===== src/rtl/smiley_collision_arbiter_if.sv =====
// Bus between the game logic and the smiley collision arbiter: frame control,
// raw collision pulses in, one-hot grant and statistics out.
interface smiley_collision_arbiter_if;
    logic       startOfFrame;
    logic       pause;
    logic       reset_level;
    logic       collisionSmileyBorderTop;
    logic       collisionSmileyBorderLeft;
    logic       collisionSmileyBorderRight;
    logic       collisionSmileyFlipper;
    logic       collisionSmileyObstacle;
    logic [4:0] grant;
    logic       grantValid;
    logic       collisionSmileyObstacleReal;
    logic [7:0] droppedCount;

    modport master (
        output startOfFrame, pause, reset_level,
        output collisionSmileyBorderTop, collisionSmileyBorderLeft, collisionSmileyBorderRight,
        output collisionSmileyFlipper, collisionSmileyObstacle,
        input  grant, grantValid, collisionSmileyObstacleReal, droppedCount
    );

    modport slave (
        input  startOfFrame, pause, reset_level,
        input  collisionSmileyBorderTop, collisionSmileyBorderLeft, collisionSmileyBorderRight,
        input  collisionSmileyFlipper, collisionSmileyObstacle,
        output grant, grantValid, collisionSmileyObstacleReal, droppedCount
    );
endinterface


===== src/rtl/smiley_collision_arbiter.sv =====
// Per-frame collision arbiter: collects collisions over a frame, grants one winner for the next
// frame with per-source cooldown. Define SMILEY_ARB_DROP_STATS_EN to build the droppedCount counter.
module smiley_collision_arbiter #(
    parameter int COOLDOWN_FRAMES = 4,
    parameter int CNT_W           = 3
) (
    input  logic                      clk,
    input  logic                      resetN,
    smiley_collision_arbiter_if.slave bus
);
    typedef enum logic {
        ST_RUN    = 1'b0,
        ST_PAUSED = 1'b1
    } state_e;

    localparam logic [CNT_W-1:0] COOL_LOAD = CNT_W'(COOLDOWN_FRAMES);
    localparam logic [CNT_W-1:0] CNT_ONE   = CNT_W'(1);

    state_e           state_q, state_d;
    logic [4:0]       pending_q, pending_d;
    logic [4:0]       grant_q, grant_d;
    logic             obst_q, obst_d;
    logic [CNT_W-1:0] cool_q [5];
    logic [CNT_W-1:0] cool_d [5];

    logic [4:0]       raw;
    logic [4:0]       cool_idle;
    logic [4:0]       winner;
    logic             arb_fire;

    // Bit order {Right, Left, Top, Obstacle, Flipper}: lowest set bit has highest priority.
    assign raw = {bus.collisionSmileyBorderRight, bus.collisionSmileyBorderLeft,
                  bus.collisionSmileyBorderTop, bus.collisionSmileyObstacle,
                  bus.collisionSmileyFlipper};
    assign winner = pending_q & (~pending_q + 5'd1);

    always_comb begin
        for (int i = 0; i < 5; i++) begin
            cool_idle[i] = (cool_q[i] == '0);
        end
    end

    always_comb begin
        // NOTE: every _d gets a default first so no path leaves it unassigned and infers a latch.
        state_d   = state_q;
        pending_d = pending_q;
        grant_d   = grant_q;
        obst_d    = 1'b0;
        cool_d    = cool_q;
        arb_fire  = 1'b0;

        if (bus.reset_level) begin
            state_d   = ST_RUN;
            pending_d = '0;
            grant_d   = '0;
            for (int i = 0; i < 5; i++) begin
                cool_d[i] = '0;
            end
        end else begin
            case (state_q)
                ST_RUN: begin
                    if (bus.startOfFrame && bus.pause) begin
                        state_d   = ST_PAUSED;
                        pending_d = '0;
                        grant_d   = '0;
                    end else if (bus.startOfFrame) begin
                        arb_fire = 1'b1;
                    end else begin
                        pending_d = pending_q | (raw & cool_idle);
                    end
                end
                ST_PAUSED: begin
                    if (bus.startOfFrame && !bus.pause) begin
                        state_d  = ST_RUN;
                        arb_fire = 1'b1;
                    end
                end
                default: state_d = ST_RUN;
            endcase
        end

        if (arb_fire) begin
            grant_d   = winner;
            pending_d = '0;
            obst_d    = winner[1];
            for (int i = 0; i < 5; i++) begin
                if (winner[i]) begin
                    cool_d[i] = COOL_LOAD;
                end else if (!cool_idle[i]) begin
                    cool_d[i] = cool_q[i] - CNT_ONE;
                end
            end
        end
    end

    always_ff @(posedge clk or negedge resetN) begin
        if (!resetN) begin
            state_q   <= ST_RUN;
            pending_q <= '0;
            grant_q   <= '0;
            obst_q    <= 1'b0;
            for (int i = 0; i < 5; i++) begin
                cool_q[i] <= '0;
            end
        end else begin
            // NOTE: non-blocking so every register updates from the same pre-edge values.
            state_q   <= state_d;
            pending_q <= pending_d;
            grant_q   <= grant_d;
            obst_q    <= obst_d;
            cool_q    <= cool_d;
        end
    end

    assign bus.grant                       = grant_q;
    assign bus.grantValid                  = |grant_q;
    assign bus.collisionSmileyObstacleReal = obst_q;

`ifdef SMILEY_ARB_DROP_STATS_EN
    logic [7:0] drop_q, drop_d;
    logic [4:0] losers;
    logic [8:0] drop_sum;

    // Survives reset_level; only the hard reset clears the statistic.
    always_comb begin
        losers   = pending_q & ~winner;
        drop_sum = {1'b0, drop_q} + 9'($countones(losers));
        drop_d   = drop_q;
        if (arb_fire) begin
            drop_d = drop_sum[8] ? 8'hFF : drop_sum[7:0];
        end
    end

    always_ff @(posedge clk or negedge resetN) begin
        if (!resetN) begin
            drop_q <= '0;
        end else begin
            drop_q <= drop_d;
        end
    end

    assign bus.droppedCount = drop_q;
`else
    assign bus.droppedCount = '0;
`endif
endmodule


===== src/flat_wrapper.sv =====
// flat-port wrapper written by rule: the top's interface ports become plain ports
module smiley_collision_arbiter_flat 
#(
    parameter int COOLDOWN_FRAMES = 4,
    parameter int CNT_W           = 3
)
  (clk, resetN, bus_startOfFrame, bus_pause, bus_reset_level, bus_collisionSmileyBorderTop, bus_collisionSmileyBorderLeft, bus_collisionSmileyBorderRight, bus_collisionSmileyFlipper, bus_collisionSmileyObstacle, bus_grant, bus_grantValid, bus_collisionSmileyObstacleReal, bus_droppedCount);
  smiley_collision_arbiter_if bus_i ();
  input  logic clk;
  input  logic resetN;
  input wire logic [$bits(bus_i.startOfFrame)-1:0] bus_startOfFrame;
  input wire logic [$bits(bus_i.pause)-1:0] bus_pause;
  input wire logic [$bits(bus_i.reset_level)-1:0] bus_reset_level;
  input wire logic [$bits(bus_i.collisionSmileyBorderTop)-1:0] bus_collisionSmileyBorderTop;
  input wire logic [$bits(bus_i.collisionSmileyBorderLeft)-1:0] bus_collisionSmileyBorderLeft;
  input wire logic [$bits(bus_i.collisionSmileyBorderRight)-1:0] bus_collisionSmileyBorderRight;
  input wire logic [$bits(bus_i.collisionSmileyFlipper)-1:0] bus_collisionSmileyFlipper;
  input wire logic [$bits(bus_i.collisionSmileyObstacle)-1:0] bus_collisionSmileyObstacle;
  output wire logic [$bits(bus_i.grant)-1:0] bus_grant;
  output wire logic [$bits(bus_i.grantValid)-1:0] bus_grantValid;
  output wire logic [$bits(bus_i.collisionSmileyObstacleReal)-1:0] bus_collisionSmileyObstacleReal;
  output wire logic [$bits(bus_i.droppedCount)-1:0] bus_droppedCount;
  assign bus_i.startOfFrame = bus_startOfFrame;
  assign bus_i.pause = bus_pause;
  assign bus_i.reset_level = bus_reset_level;
  assign bus_i.collisionSmileyBorderTop = bus_collisionSmileyBorderTop;
  assign bus_i.collisionSmileyBorderLeft = bus_collisionSmileyBorderLeft;
  assign bus_i.collisionSmileyBorderRight = bus_collisionSmileyBorderRight;
  assign bus_i.collisionSmileyFlipper = bus_collisionSmileyFlipper;
  assign bus_i.collisionSmileyObstacle = bus_collisionSmileyObstacle;
  assign bus_grant = bus_i.grant;
  assign bus_grantValid = bus_i.grantValid;
  assign bus_collisionSmileyObstacleReal = bus_i.collisionSmileyObstacleReal;
  assign bus_droppedCount = bus_i.droppedCount;
  smiley_collision_arbiter #(.COOLDOWN_FRAMES(COOLDOWN_FRAMES), .CNT_W(CNT_W)) u_core (.clk(clk), .resetN(resetN), .bus(bus_i));
endmodule

===== config.mk =====
export PLATFORM = sky130hd
export DESIGN_NAME = smiley_collision_arbiter_flat
export DESIGN_NICKNAME = d
export VERILOG_FILES = /design/src/rtl/smiley_collision_arbiter_if.sv /design/src/rtl/smiley_collision_arbiter.sv /design/src/flat_wrapper.sv
export SDC_FILE = /design/constraint.sdc
export NUM_CORES = 1
export LEC_CHECK = 0
export BUFFER_PORTS_ARGS = -buffer_cell sky130_fd_sc_hd__buf_4
export CAP_MARGIN = 20
export CORE_MARGIN = 8
export CORE_UTILIZATION = 35
export CTS_CLUSTER_DIAMETER = 80
export CTS_CLUSTER_SIZE = 25
export DETAILED_ROUTE_END_ITERATION = 8
export PLACE_DENSITY = 0.64
export RECOVER_POWER = 50
export SLEW_MARGIN = 20
export SYNTH_ARGS = -nofsm -noshare
export SYNTH_HDL_FRONTEND = slang
export SYNTH_SLANG_ARGS = --single-unit

===== constraint.sdc =====
create_clock -name clk -period 1.92 [get_ports clk]
set_clock_uncertainty 0.1 [all_clocks]
set_input_delay 0.384 -clock clk [delete_from_list [all_inputs] [get_ports clk]]
set_output_delay 0.384 -clock clk [all_outputs]
set_load 0.01 [all_outputs]

==> results of run 1 <==
-- cell type report --
| type | count | area (um2) |
|---|---|---|
| inverter | 12 | 45.0 |
| tap | 52 | 65.1 |
| clock inverter | 1 | 7.51 |
| multi-input combinational | 109 | 773 |
| clock buffer | 3 | 41.3 |
| fill | 436 | 2620 |
| timing repair buffer | 17 | 128 |
| sequential | 27 | 676 |
-- kinds of logic (layout without fill, tap and decap cells) --
| logic type | count (synthesis) | in the layout | synth area share [%] |
|---|---|---|---|
| mux | 3 | 3 | 1.91 |
| other cells | 1 | 8 | 0.238 |
| compound gates | 43 | 43 | 18.8 |
| fa+ha+maj | 10 | 10 | 7.94 |
| buf+inv | 26 | 33 | 9.45 |
| simple gates | 45 | 45 | 18.7 |
| flops | 27 | 27 | 42.9 |
-- synthesized netlist by cell type --
library cell | count | share of area (%)
and4b_1 | 1 | 0.64
o21ai_0 | 4 | 1.3
buf_2 | 2 | 0.64
dfrtp_1 | 27 | 43
nor2b_1 | 6 | 2.4
o21ai_1 | 8 | 2.5
a32o_1 | 1 | 0.64
or3_1 | 8 | 3.2
a311o_1 | 2 | 1.3
mux2i_1 | 3 | 1.9
nor4_1 | 2 | 0.79
nand2b_4 | 1 | 0.87
buf_1 | 1 | 0.24
nor3_1 | 2 | 0.64
nand3b_1 | 9 | 4.3
o21bai_1 | 2 | 0.95
nor3b_1 | 2 | 0.95
buf_6 | 2 | 1.4
or4_1 | 2 | 0.95
nor4b_1 | 1 | 0.56
and3_1 | 3 | 1.2
a211oi_1 | 5 | 2.4
buf_4 | 9 | 4.3
inv_1 | 12 | 2.9
o21a_1 | 5 | 2.4
ha_1 | 10 | 7.9
a21oi_2 | 1 | 0.56
conb_1 | 1 | 0.24
nand2_1 | 2 | 0.48
a211oi_2 | 3 | 2.4
and2b_4 | 1 | 0.64
nor2_1 | 5 | 1.2
a21o_1 | 4 | 1.9
a21oi_1 | 8 | 2.5
-- flip-flops by register name, indices dropped and copies added (netlist names) --
name,count
u_core.bus.grant,5
u_core.pending_q,5
u_core.state_q,1
u_core.bus.collisionSmileyObstacleReal,1
u_core.cool_q,15
-- worst register-to-register path, delay by kind of cell, from the launching register on --
family	cells	cell delay, ns
simple gates	2	0.54
buf+inv	1	0.07
compound gates	1	0.16
fa+ha+maj	1	0.23
flops	1	0.38
-- power groups by stage --
| stage | sequential (W) | combinational, W | clock, W |
|---|---|---|---|
| 2_1_floorplan | 0.000610 | 0.000115 | 0 |
| 3_3_place_gp | 0.000613 | 0.000151 | 0 |
| 3_5_place_dp | 0.000613 | 0.000151 | 0 |
| 4_1_cts | 0.000602 | 0.000153 | 0.000356 |
| 5_1_grt | 0.000606 | 0.000172 | 0.000376 |
| 6_report | 0.000602 | 0.000150 | 0.000339 |
-- per-layer routing --
| layer | wire (um) | GRT usage (%) | up-vias | part of all wire (%) |
|---|---|---|---|---|
| li1 | - | - | 565 | - |
| met1 | 1660 | 13.2 | 552 | 53 |
| met2 | 1310 | 12.2 | 27 | 42 |
| met3 | 137 | 2.64 | 4 | 4.4 |
| met4 | 40 | 3.83 | 0 | 1.3 |
| met5 | 0 | 0 | - | 0 |
-- cell usage in the layout (no fill, tap or decap), drive strengths merged, types with 3 or more instances in the layout --
master,instances
o21a,5
inv,12
a211oi,8
clkbuf,4
dfrtp,27
o21ai,12
buf,15
nand3b,9
a21o,4
nor2b,6
and3,3
a21oi,9
nor2,5
mux2i,3
ha,10
conb,8
or3,8
-- path summary, 6_finish.rpt --
| kind | start | to | slack, ns | cells past startpoint |
|---|---|---|---|---|
| worst max-delay path | u_core.bus.grant[1] | bus_grantValid | 0.35 | 3 |
| worst min-delay path | bus_pause | u_core.state_q | 0.31 | 3 |
| worst max register to register | u_core.cool_q[12] | u_core.cool_q[12] | 0.37 | 5 |
| worst min register to register | u_core.pending_q[4] | u_core.pending_q[4] | 0.40 | 1 |
| max in group asynchronous | resetN | u_core.cool_q[5] | 0.72 | 2 |
| min in group asynchronous | resetN | u_core.cool_q[10] | 0.56 | 2 |
-- through the flow --
step | utilization [%] | instance area (um2)
4_1_cts | 40.0 | 1740
3_5_place_dp | 38.6 | 1680
5_1_grt | 39.9 | 1740
6_report | 39.9 | 1740
2_1_floorplan | - | 1600
3_3_place_gp | 38.6 | 1680
-- timing repair --
action                                 CTS  global route
gates resized for setup                  0             0
endpoints found under the hold margin   27             0
hold buffers                             1             0
==> impl_metrics.py, run 1 <==
metrics = {
    "setup_path": {
        "slowest_stage": "dfrtp_1",
        "worst-path-buf-inv": 1,
        "critPathMaxFanout": 3,
        "startpoint_type": "flop",
        "required_ns": 1.44,
        "cpLargestDelayFamily": "flip-flops",
        "end_kind": "output pin",
        "cp.arrival_ns": 1.09,
        "cp_cell_sequence": "nor3_1, nand2_1, buf_4",
        "criticalPathCategory": "flop to output pin",
        "critPathMaxStageDelay_ns": 0.41,
    },
    "sta": {
        "fmax_ghz": 0.637,
        "finalCritPeriodShare_pct": 81.8,
        "fin_crit_ns": 1.57,
        "finalSetupTns_ns": 0,
        "setup_slack_ns": 0.349,
        "max-slew-margin-rel_pct": 49.4,
        "tightest_slew_ns": 0.759,
        "finalHoldViolCount": 0,
        "setup_violations": 0,
        "rsz0062_at_grt": "false",
        "maxSlewViolCount": 0,
        "hold_ws_ns": 0.314,
    },
    "power_and_ir_drop": {
        "pwr-share-clk_pct": 31.1,
        "seqPwrFrac_pct": 55.2,
        "powerDensity_mw_per_mm2": 629,
        "ir_drop_mv": 0.282,
        "p_switching_w": 0.000296,
        "p_leak_nw": 0.813,
        "p_total_w": 0.00109,
        "combPwrFrac_pct": 13.8,
        "p_int_w": 0.000796,
        "p_sw_share_pct": 27.1,
    },
    "route": {
        "viasPerCell": 5.19,
        "ant_nets": 0,
        "drtPass1Iterations": 4,
        "drtIter0Drc": 65,
        "drt-total-wl_mm": 3.15,
        "num_vias": 1148,
        "drc_errors": 0,
        "wire_per_inst_um": 14.2,
    },
    "die": {
        "core_area_mm2": 0.00435,
        "rows": 24,
        "die_h_um": 83.1,
        "die_w_um": 83.1,
        "start_util_pct": 36.2,
        "pin_count": 25,
        "die_area_mm2": 0.00690,
    },
    "clock_network": {
        "root_buffer": "clkbuf_8",
        "cts_tree": "done",
        "htree_levels": 1,
        "clk_latency_ns": 0.28,
        "cts_inserted_buffers": 3,
        "post_cts.repair.setup_buffers": 0,
        "path_clk_slew_ns": 0.10,
        "clockBufferDepth": 2,
        "clock_sinks": 27,
    },
    "grt": {
        "antenna_found_initial": 0,
        "grt-ovfl-total": 0,
        "track_usage_pct": 9.18,
        "grt_pass1_wl_mm": 5.36,
        "grt_pass1_vias": 1126,
        "grt_max_degree": 28,
    },
    "placement": {
        "dpl.hpwl_mm": 2.23,
        "place.gp.congestion": 0.723,
        "dp_worst_setup_slack_ns": 0.278,
        "place_inst": 216,
        "portBuffers": 16,
    },
    "logic_synthesis": {
        "avgSynthCellArea_um2": 10.2,
        "yosysSeqAreaShare_pct": 42.9,
        "synth_area_mm2": 0.00158,
        "synthCells": 155,
        "synth.distinct_cells": 34,
        "synth_seq_cells": 27,
        "yosys_warnings": 0,
    },
    "final_layout": {
        "area_growth_pct": 10.2,
        "diodes": 0,
        "final_nets": 190,
        "drive_gt1_share_pct": 14.8,
        "fin_cells": 221,
    },
    "job": {
        "drv_cap": 0,
    },
    "hold_path": {
        "hold_path_class": "input port to flop",
    },
    "outcome": {
        "outcome": "finished, final reports clean",
    },
}
Power figures use the tool's default switching activity.
==> inputs of run 2 (changes only) <==
- PLACE_DENSITY: 0.64 -> 0.66
- clock period: 1.92 -> 1.3 ns (I/O delays scaled with it)
==> run 2 against run 1 <==
The flow now finishes with violations (negative setup slack). Total power rose by 58%. Sequential share of layout area is 9.5 points lower. Die area did not move. Count of clock-buffer cells in the layout did not move. Critical endpoint is now u_core.cool_q[13]. Highest routed layer unchanged.
==> impl_metrics.py, run 2 (synthesized netlist as in run 1, its figures left out) <==
metrics = {
    "sta": {
        "setup_slack_ns": -0.158,
        "fin_crit_ns": 1.46,
        "finalCritPeriodShare_pct": 112,
        "fmax_ghz": 0.686,
        "setup_violations": 12,
        "maxSlewViolCount": 0,
        "max-slew-margin-rel_pct": 54.7,
        "hold_ws_ns": 0.0980,
        "rsz0062_at_grt": "true",
        "finalHoldViolCount": 0,
        "tightest_slew_ns": 0.679,
    },
    "setup_path": {
        "worst_r2r_endpoint": "u_core.cool_q[13]",
        "end_kind": "flop",
        "r2r_slack_ns": -0.16,
        "criticalPathCategory": "flop to flop",
        "required_ns": 1.41,
        "startpoint_type": "flop",
        "reg2regPathDepth": 4,
        "r2r-start": "u_core.cool_q[13]",
        "cp.arrival_ns": 1.57,
        "critPathMaxFanout": 2,
    },
    "final_layout": {
        "mostFrequentLayoutCell": "buf_4",
        "final_cell_area_mm2": 0.00230,
        "top_register": "u_core.cool_q",
        "fillers": 366,
        "fin_cells": 260,
        "mostFrequentLayoutCells": "41 x buf_4, 26 x dfrtp_1, 13 x buf_6",
        "drive_gt1_share_pct": 51.9,
        "area_growth_pct": 46.1,
        "final_nets": 229,
        "diodes": 0,
        "largest_reg_flops": 15,
    },
    "power_and_ir_drop": {
        "seqPwrFrac_pct": 51.9,
        "combPwrFrac_pct": 19.9,
        "p_sw_share_pct": 27.0,
        "ir_drop_mv": 0.487,
        "powerDensity_mw_per_mm2": 747,
        "p_int_w": 0.00126,
        "pwr-share-clk_pct": 28.2,
        "p_leak_nw": 1.10,
        "p_switching_w": 0.000464,
    },
    "outcome": {
        "violations": "negative setup slack",
        "outcome": "finished with violations",
    },
    "clock_network": {
        "cts_inserted_buffers": 3,
        "path_clk_slew_ns": 0.10,
        "clk_latency_ns": 0.28,
        "htree_levels": 1,
        "cts_tree": "done",
        "root_buffer": "clkbuf_8",
        "clock_sinks": 27,
        "clockBufferDepth": 2,
    },
    "placement": {
        "dp_worst_setup_slack_ns": -0.192,
        "place.gp.congestion": 0.761,
        "dpl.hpwl_mm": 2.79,
        "place_inst": 249,
        "portBuffers": 16,
        "dpl_cell_area_mm2": 0.00202,
    },
    "grt": {
        "track_usage_pct": 11.0,
        "antenna_found_initial": 0,
        "grt_max_degree": 28,
        "grt_pass1_wl_mm": 6.35,
        "grt_pass1_vias": 1366,
        "grt-ovfl-total": 0,
    },
    "route": {
        "drt-total-wl_mm": 3.87,
        "wire_per_inst_um": 14.9,
        "drtPass1Iterations": 4,
        "drtIter0Drc": 37,
        "viasPerCell": 5.09,
        "drc_errors": 0,
        "num_vias": 1324,
        "ant_nets": 0,
    },
    "die": {
        "core_area_mm2": 0.00435,
        "rows": 24,
        "die_h_um": 83.1,
        "start_util_pct": 36.2,
        "die_area_mm2": 0.00690,
        "pin_count": 25,
        "die_w_um": 83.1,
    },
    "hold_path": {
        "hold_path_class": "input port to flop",
        "whs_path_depth": 2,
        "hold_path_startpoint": "bus_reset_level",
        "min_to": "u_core.cool_q[14]",
    },
    "job": {
        "drv_cap": 0,
    },
}
-- run 2: cell types whose count changed in the layout (fill, tap and decap cells not counted), moves of 4 or more --
cell	previous run	this run
nor2b_1	6	2
inv_2	0	10
a211oi_1	5	0
ha_4	0	9
buf_6	0	13
ha_1	10	0
buf_4	15	41
inv_1	12	2
a211oi_2	3	8
nor2b_4	0	4
-- run 2: routing by layer --
metal	part of all wire (%)	up-vias	global-route usage, %
li1	-	647	-
met1	40	648	11.5
met4	1.8	0	5.59
met3	2.7	6	2.05
met5	0	-	0
met2	55	23	20.3
-- run 2: repair_timing --
action,4_1_cts,5_1_grt
endpoints found under the hold margin,27,0
buffers inserted,5,2
hold buffers,1,0
gates resized for setup,21,21
pin swaps,18,9
endpoints found under the setup margin,16,22
-- run 2: power groups by stage --
stage / Sequential (W) / Clock, W / Combinational (W)
2_1_floorplan: 0.000905 / 0 / 0.000186
3_3_place_gp: 0.000905 / 0 / 0.000295
3_5_place_dp: 0.000907 / 0 / 0.000306
4_1_cts: 0.000891 / 0.000496 / 0.000327
5_1_grt: 0.000897 / 0.000516 / 0.000378
6_report: 0.000893 / 0.000485 / 0.000342
-- run 2: how the worst max path moves through the flow --
stage,startpoint,end,cells past startpoint,slack (ns)
floorplan,u_core.cool_q[13],u_core.cool_q[13],4,-0.07
global placement,bus_pause,u_core.cool_q[13],4,-0.15
detailed placement,bus_pause,u_core.cool_q[1],4,-0.19
CTS,u_core.cool_q[13],u_core.cool_q[13],4,-0.15
global route,u_core.cool_q[13],u_core.cool_q[13],4,-0.20
finish,u_core.cool_q[13],u_core.cool_q[13],4,-0.16
-- run 2: layout make-up --
class	instances	area, um2	area share [%]
Multi-Input combinational cell	109	1000	43.4
Sequential cell	27	677	29.4
Timing Repair Buffer	56	469	20.4
Tap cell	52	65.1	2.83
Inverter	12	45.0	1.96
Clock buffer	3	41.3	1.79
Clock inverter	1	5.00	0.217
-- run 2: critical path, cell delays in order, from the launching register on --
cell,delay (ns)
dfrtp_1,0.40
inv_2,0.08
ha_4,0.20
or4_4,0.48
a21oi_2,0.14
-- run 2: stage by stage --
| stage | power (W) | setup TNS (ns) | util (%) |
|---|---|---|---|
| 2_1_floorplan | 0.00109 | -0.547 | - |
| 3_3_place_gp | 0.00120 | -1.02 | 46.5 |
| 3_5_place_dp | 0.00121 | -1.53 | 46.5 |
| 4_1_cts | 0.00171 | -1.35 | 50.5 |
| 5_1_grt | 0.00179 | -2.10 | 52.9 |
| 6_report | 0.00172 | -1.40 | 52.9 |
==> inputs of run 3 (changes only) <==
- GPL_TIMING_DRIVEN: not set -> 0
==> run 3 against run 2 <==
The flow still finishes with violations (negative setup slack). Core utilization shrank 1.8 points. Sequential power barely moved. Die area is the same. Sequential share of layout area up 1.1 points. Via count shrank 2.0%. Final cell count down 2.7%. First-iteration DRC count up 51%. Final area shrank 3.4%. Flip-flop and latch count did not move. Setup slack worse by 0.018 ns. Non-clock buffer count is 7 lower. Highest routed layer unchanged.
==> impl_metrics.py, run 3 (synthesized netlist as in run 1, its figures left out) <==
metrics = {
    "outcome": {
        "outcome": "finished with violations",
        "violations": "negative setup slack",
    },
    "final_layout": {
        "multi_input_area_um2": 980,
        "diodes": 0,
        "regArea_um2": 678,
        "final_util_pct": 51.1,
        "largest_reg_flops": 15,
        "mostFrequentLayoutCell": "buf_4",
        "mostFrequentLayoutCells": "32 x buf_4, 25 x dfrtp_1, 13 x buf_6",
        "area_growth_pct": 41.2,
        "fillers": 392,
        "fin_cells": 253,
        "drive_gt1_share_pct": 48.8,
        "final_nets": 222,
        "top_register": "u_core.cool_q",
    },
    "route": {
        "drtIter0Drc": 56,
        "drt-total-wl_mm": 3.90,
        "wire_per_inst_um": 15.4,
        "viasPerCell": 5.13,
        "ant_nets": 0,
        "drtPass1Iterations": 4,
        "num_vias": 1297,
        "drc_errors": 0,
    },
    "clock_network": {
        "clockBufferDepth": 2,
        "root_buffer": "clkbuf_8",
        "cts_inserted_buffers": 3,
        "htree_levels": 1,
        "clock_sinks": 27,
        "clk_latency_ns": 0.27,
        "path_clk_slew_ns": 0.10,
        "cts_tree": "done",
    },
    "sta": {
        "setup_violations": 15,
        "max-slew-margin-rel_pct": 53.0,
        "fin_crit_ns": 1.48,
        "finalHoldViolCount": 0,
        "tightest_slew_ns": 0.705,
        "maxSlewViolCount": 0,
        "finalCritPeriodShare_pct": 114,
        "fmax_ghz": 0.677,
        "finalSetupTns_ns": -1.63,
        "rsz0062_at_grt": "true",
        "setup_slack_ns": -0.176,
    },
    "die": {
        "die_w_um": 83.1,
        "core_area_mm2": 0.00435,
        "die_area_mm2": 0.00690,
        "pin_count": 25,
        "start_util_pct": 36.2,
        "die_h_um": 83.1,
        "rows": 24,
    },
    "setup_path": {
        "critPathMaxFanout": 2,
        "required_ns": 1.39,
        "criticalPathCategory": "flop to flop",
        "reg2regPathDepth": 4,
        "r2r_slack_ns": -0.18,
        "end_kind": "flop",
        "startpoint_type": "flop",
        "r2r-start": "u_core.cool_q[13]",
        "cp.arrival_ns": 1.57,
        "worst_r2r_endpoint": "u_core.cool_q[13]",
    },
    "power_and_ir_drop": {
        "seqPwrFrac_pct": 52.5,
        "ir_drop_mv": 0.427,
        "p_leak_nw": 1.06,
        "p_int_w": 0.00125,
        "powerDensity_mw_per_mm2": 766,
        "p_switching_w": 0.000456,
        "combPwrFrac_pct": 19.5,
        "pwr-share-clk_pct": 28.0,
        "p_sw_share_pct": 26.7,
    },
    "grt": {
        "track_usage_pct": 10.6,
        "grt_pass1_wl_mm": 6.22,
        "grt-ovfl-total": 0,
        "antenna_found_initial": 0,
        "grt_max_degree": 28,
        "grt_pass1_vias": 1289,
    },
    "placement": {
        "dpl.hpwl_mm": 2.44,
        "place.gp.congestion": 0.770,
        "place_inst": 229,
        "portBuffers": 15,
    },
    "hold_path": {
        "hold_path_startpoint": "bus_startOfFrame",
        "min_to": "u_core.state_q",
        "whs_path_depth": 3,
        "hold_path_class": "input port to flop",
    },
    "job": {
        "drv_cap": 0,
    },
}
run 3: critical path, stage by stage, from the launching register on:
cell and delay, ns:
dfrtp_1 0.40, inv_2 0.09, ha_4 0.20, or4_4 0.47
a21oi_2 0.13
run 3: power groups by stage:
stage | clock, W | combinational, W | sequential (W)
finish | 0.000476 | 0.000332 | 0.000895
global route | 0.000528 | 0.000367 | 0.000899
CTS | 0.000495 | 0.000304 | 0.000891
detailed placement | 0 | 0.000274 | 0.000908
global placement | 0 | 0.000272 | 0.000908
floorplan | 0 | 0.000186 | 0.000905
run 3: worst max-delay path by stage:
stage / from / end / slack [ns] / depth (start not counted)
final: u_core.cool_q[13] / u_core.cool_q[13] / -0.18 / 4
after global routing: u_core.cool_q[13] / u_core.cool_q[13] / -0.24 / 4
after CTS: u_core.cool_q[13] / u_core.cool_q[13] / -0.13 / 4
after detailed placement: bus_pause / u_core.cool_q[4] / -0.25 / 5
after global placement: bus_pause / u_core.cool_q[10] / -0.24 / 5
after floorplan: u_core.cool_q[13] / u_core.cool_q[13] / -0.07 / 4
run 3: metal layers:
layer	up-vias	GRT usage, %	share of wire [%]
met1	630	13.0	45
met4	0	3.19	2.6
li1	630	-	-
met2	26	17.9	49
met5	-	0	0
met3	11	2.15	3.2
run 3: stage by stage:
step / area [um2] / power [W] / setup slack [ns] / hold WS [ns]
2_1_floorplan: 1690 / 0.00109 / -0.0727 / -0.136
3_3_place_gp: 1870 / 0.00118 / -0.237 / 0.0986
3_5_place_dp: 1870 / 0.00118 / -0.251 / 0.0946
4_1_cts: 2090 / 0.00169 / -0.134 / 0.205
5_1_grt: 2220 / 0.00179 / -0.243 / 0.216
6_report: 2220 / 0.00170 / -0.176 / 0.204
run 3: layout make-up:
cell class / count / share of cell area [%]
flip-flops and latches: 27 / 30.5
clock buffers: 3 / 1.86
inverters: 12 / 2.02
clock inverters: 1 / 0.225
multi-input cells: 109 / 44.0
plain buffers: 13 / 4.44
well taps: 52 / 2.92
repair buffers: 36 / 14.0
run 3: repair_timing:
| item | 4_1_cts | 5_1_grt |
|---|---|---|
| setup endpoints to repair | 16 | 27 |
| hold buffers | 1 | 0 |
| setup buffers | 13 | 7 |
| pin swaps | 14 | 12 |
| resized for setup | 17 | 22 |
| hold endpoints to repair | 27 | 0 |
